`config.mk`:
```
export PLATFORM = sky130hd
export DESIGN_NAME = junction_cycle_controller
export DESIGN_NICKNAME = d
export VERILOG_FILES = /design/src/rtl/junction_cycle_controller.sv
export SDC_FILE = /design/constraint.sdc
export NUM_CORES = 1
export LEC_CHECK = 0
export CAP_MARGIN = 20
export CORE_MARGIN = 2
export CORE_UTILIZATION = 42
export CTS_CLUSTER_SIZE = 25
export DETAILED_ROUTE_END_ITERATION = 7
export PLACE_DENSITY = 0.76
export SLEW_MARGIN = 20
export SYNTH_ARGS = -nofsm -noshare
export SYNTH_HDL_FRONTEND = slang
export SYNTH_SLANG_ARGS = --single-unit
```
`constraint.sdc`:
```
create_clock -name clk_i -period 1.8 [get_ports clk_i]
set_clock_uncertainty 0.15 [all_clocks]
set_input_delay 0.54 -clock clk_i [delete_from_list [all_inputs] [get_ports clk_i]]
set_output_delay 0.54 -clock clk_i [all_outputs]
set_load 0.1 [all_outputs]
```
`src/rtl/junction_cycle_controller.sv`:
```
// junction_cycle_controller: sequences FF/BP/UP processor sets of one junction over cpc cycles per sample
// FF of sample k overlaps BP/UP of sample k-1; activation writes trail ff_valid by FF_LAT cycles.
module junction_cycle_controller #(
    parameter int P = 16,
    parameter int N = 8,
    parameter int Z = 8,
    parameter int FI = 4,
    parameter int FO = 2,
    parameter int FRAC_BITS = 10,
    parameter int FF_LAT = 1,
    localparam int CPC = P * FO / Z,
    localparam int CW = (CPC > 1) ? $clog2(CPC) : 1,
    localparam int EW = $clog2(FRAC_BITS + 2)
) (
    input  logic          clk_i,
    input  logic          reset_n_i,
    input  logic          sample_valid_i,
    output logic          sample_ready_o,
    input  logic [EW-1:0] eta_cfg_i,
    input  logic          eta_cfg_we_i,
    output logic [CW-1:0] cycle_index_o,
    output logic          ff_valid_o,
    output logic          bp_valid_o,
    output logic          up_valid_o,
    output logic [EW-1:0] etapos_o,
    output logic          act_we_o,
    output logic [CW-1:0] act_addr_o,
    output logic          sample_done_o,
    output logic          busy_o
);
    if (P * FO != N * FI) begin : g_bad_geometry
        $error("junction_cycle_controller: p*fo must equal n*fi");
    end

    typedef enum logic [1:0] {IDLE, RUN, DRAIN} state_t;

    localparam logic [CW-1:0] LAST = CW'(CPC - 1);
    localparam logic [EW-1:0] ETA_MAX = EW'(FRAC_BITS + 1);

    state_t                   state_q;
    logic   [CW-1:0]          ci_q, ci_d;
    logic                     have_prev_q;
    logic   [EW-1:0]          eta_q, eta_d;
    logic   [FF_LAT-1:0]      dly_v_q;
    logic   [FF_LAT-1:0][CW-1:0] dly_a_q;
    logic                     last;

    assign last = ci_q == LAST;
    assign ci_d = last ? '0 : ci_q + CW'(1);
    assign eta_d = (eta_cfg_i > ETA_MAX) ? ETA_MAX : eta_cfg_i;

    assign cycle_index_o = ci_q;
    assign ff_valid_o = state_q == RUN;
    assign up_valid_o = (state_q == DRAIN) || (state_q == RUN && have_prev_q);
    assign bp_valid_o = up_valid_o;
    assign sample_ready_o = (state_q == IDLE) || (state_q == RUN && last);
    assign etapos_o = up_valid_o ? eta_q : '0;
    assign sample_done_o = up_valid_o && last;
    assign act_we_o = dly_v_q[FF_LAT-1];
    assign act_addr_o = dly_a_q[FF_LAT-1];
    assign busy_o = (state_q != IDLE) || (|dly_v_q);

    always_ff @(posedge clk_i) begin
        if (!reset_n_i) begin
            state_q <= IDLE;
            ci_q <= '0;
            have_prev_q <= 1'b0;
            eta_q <= '0;
        end else begin
            case (state_q)
                IDLE: begin
                    ci_q <= '0;
                    if (sample_valid_i) state_q <= RUN;
                    if (eta_cfg_we_i) eta_q <= eta_d;
                end
                RUN: begin
                    ci_q <= ci_d;
                    if (last) begin
                        have_prev_q <= 1'b1;
                        if (!sample_valid_i) state_q <= DRAIN;
                    end
                end
                DRAIN: begin
                    ci_q <= ci_d;
                    if (last) begin
                        state_q <= IDLE;
                        have_prev_q <= 1'b0;
                    end
                end
                default: state_q <= IDLE;
            endcase
        end
    end

    // The delay line models activation-LUT latency, so it shifts in every state.
    always_ff @(posedge clk_i) begin
        if (!reset_n_i) begin
            dly_v_q <= '0;
            dly_a_q <= '0;
        end else begin
            dly_v_q[0] <= ff_valid_o;
            dly_a_q[0] <= ci_q;
            for (int i = 1; i < FF_LAT; i++) begin
                dly_v_q[i] <= dly_v_q[i-1];
                dly_a_q[i] <= dly_a_q[i-1];
            end
        end
    end
endmodule
```
==> impl_metrics.ini <==
[die]
die_w_um = 42.8
core_mm2 = 0.00145
rows = 14
die_h_um = 42.8
dieArea_mm2 = 0.00183
boundaryPins = 23
start_util = 0.435

[outcome]
outcome = finished with violations
violations = setup timing

[worst_setup_path]
critPathTopFamily = buffers and inverters
cp_slowest_stage_delay_ps = 380
cp_max_fo = 3
critPathArrivalTime_ps = 1470
crit_cells = 5
crit_chain = inv_4 > ha_4 > a21oi_4 > clkinvlp_4 > buf_12
crit_path_top_delay_cell = dfxtp_4
reg2reg_depth = 8
cp-end-kind = primary output
path_class = register to primary output
start_kind = register
critPathBufInv = 3
cp.required_ps = 1110

[clock_tree]
clk-insertion-delay-late_ps = 290
clock_path_buffers = 2
cts-root-buf = clkbuf_4
clock_sinks = 12
h-tree-depth = 1
clkTransAtPathRegs_ps = 80
cts_made_buffers = 3
holdBufCountCts = 0
cts_tree = built

[yosys]
synth_compound_area_frac = 0.148
ys_seq_elements = 12
synth_fp_nets = 85
synth_mux_area_frac = 0.0474
async_reset_ff_frac = 0
synthXorXnorAreaFrac = 0
synth_top_family_by_area = simple AND/OR/NAND/NOR gates
syn-cell-area_um2 = 633
avgSynthCellArea_um2 = 9.04
synth-edff-count = 0
yosys_warnings = 0
synthAdderAreaFrac = 0.138
ys.flop_type = dfxtp_1
synthCells = 70
ys_seq_area_frac = 0.379
synth_cell_types = 23
synthSimpleGateAreaFrac = 0.243

[pwr]
cellLeakagePower_uw = 0.000522
intPower_uw = 1140
cellPowerDensity_mw_per_mm2 = 1830
power_switching_share = 0.502
vdd_drop_max_mv = 1.79
power_frac_comb = 0.721
p_switching_uw = 1150
clockPowerShare = 0.100
seqPwrFrac = 0.179

[timing]
period_minus_slack_ps = 2160
timing.fmax_ghz = 0.462
tightest_slew_ps = 252
hold_viol_final = 0
setup_violations = 10
hold_slack_ps = 317
final.period_utilization = 1.20
slew_viol_final = 0
slew_headroom = 0.829
fin_ws_ps = -362
rsz0062_at_grt = true

[final_layout]
fillers = 77
diodes = 0
drive_above_1_share = 0.514
nets = 123
final_util = 0.861
syn2layout_area_growth_pct = 97.8

[hold_path]
holdPathStages = 2
hold_class = register to register

[global_routing]
grtUsageTotal = 0.235
antenna_found_initial = 0
grt_pass1_vias = 683
gr-total-overflow = 0
grt_max_degree = 9
grt_pass1_wl_um = 3080

[detailed_routing]
routed-via-count = 645
antenna_left = 0
drtIter0Drc = 10
detail_route.wl_per_cell_um = 15.3
viasPerCell = 5.24
routed_wirelength_um = 1880
drt_pre_antenna_iters = 5
route.detailed.drc = 0

[placed_design]
dp_hpwl_um = 1400
gp_congestion = 0.764
place_ws_ps = -54.7
portBuffers = 22

[run]
maxCapViolCount = 0
[layer usage]
layer,wire [um],part of all wire,up-vias,global-route usage
met4,40,0.021,0,0.125
li1,-,-,306,-
met1,681,0.36,314,0.218
met2,1060,0.56,20,0.430
met5,0,0,-,0
met3,100,0.053,5,0.0936
[state kept, by name, indices dropped and copies added (netlist names)]
name and cells:
have_prev_q 1, eta_q 4, cycle_index_o 2, state_q 2, act_we_o 1, act_addr_o 2
[through the flow]
step	TNS, ps	instances	total power, uW	area (um2)
after floorplan	-2910	70	1430	726
after global placement	0	116	1940	1170
after detailed placement	-257	116	1980	1170
after CTS	-3140	123	2280	1250
after global routing	-3750	123	2370	1250
final	-3190	123	2290	1250
[placed cells by master, fill, tap and decap left out, drive strengths merged]
| master | netlist | layout |
|---|---|---|
| o21ai | 4 | 4 |
| nor2b | 7 | 7 |
| inv | 4 | 3 |
| buf | 2 | 28 |
| and2 | 4 | 4 |
| nor2 | 1 | 1 |
| nand3b | 1 | 1 |
| nor4b | 1 | 1 |
| a21boi | 2 | 2 |
| clkbuf | 0 | 4 |
| a21oi | 6 | 6 |
| or2b | 1 | 1 |
| nand2 | 12 | 12 |
| a21o | 1 | 1 |
| dfxtp | 12 | 12 |
| ha | 7 | 7 |
| or2 | 1 | 1 |
| clkinvlp | 0 | 1 |
| a32oi | 1 | 1 |
| clkdlybuf4s50 | 0 | 7 |
| mux2i | 3 | 3 |
[timing repair]
action                                  4_1_cts  5_1_grt
resized for setup                             4        1
endpoints found under the hold margin         0        0
buffers inserted                              3        0
cloned                                        0        0
endpoints found under the setup margin       10       10
[cells by family after synthesis]
family	Yosys count
compound gates	14
mux	3
flops	12
simple gates	28
fa+ha+maj	7
buf+inv	6
[power groups by stage]
stage	logic [uW]	registers [uW]	clock network, uW
2_1_floorplan	876	556	0
3_5_place_dp	1560	415	0
5_1_grt	1710	418	245
6_report	1650	411	228
3_3_place_gp	1530	410	0
4_1_cts	1640	408	231
[worst paths after layout]
path / start / end / slack [ps]
worst max register to register: state_q[1] / state_q[1] / 160
worst min-delay path: eta_q[3] / eta_q[3] / 320
worst min register to register: eta_q[3] / eta_q[3] / 320
worst max-delay path: state_q[1] / up_valid_o / -360
[tightest hold or removal path: cells and delay by family (launching register included)]
kind / cells / cell delay [ps]
flops: 1 / 320
compound gates: 1 / 50
simple gates: 1 / 60
[layout make-up]
class	instances	area, um2	share of cell area
well taps	16	20.0	0.0160
repair buffers	35	475	0.380
clock buffers	4	36.3	0.0290
multi-input cells	52	448	0.358
flip-flops and latches	12	251	0.201
inverters	4	21.3	0.0170
[synth_stat cells, types with 3 or more instances]
library cell  number  area, um2
o21ai_0            3       15.0
and2_1             3       18.8
inv_1              4       15.0
nand2_1           12       45.0
a21oi_1            5       25.0
ha_1               7       87.6
dfxtp_1           12        240
mux2i_1            3       30.0
nor2b_1            7       43.8
Power figures use the tool's default switching activity.
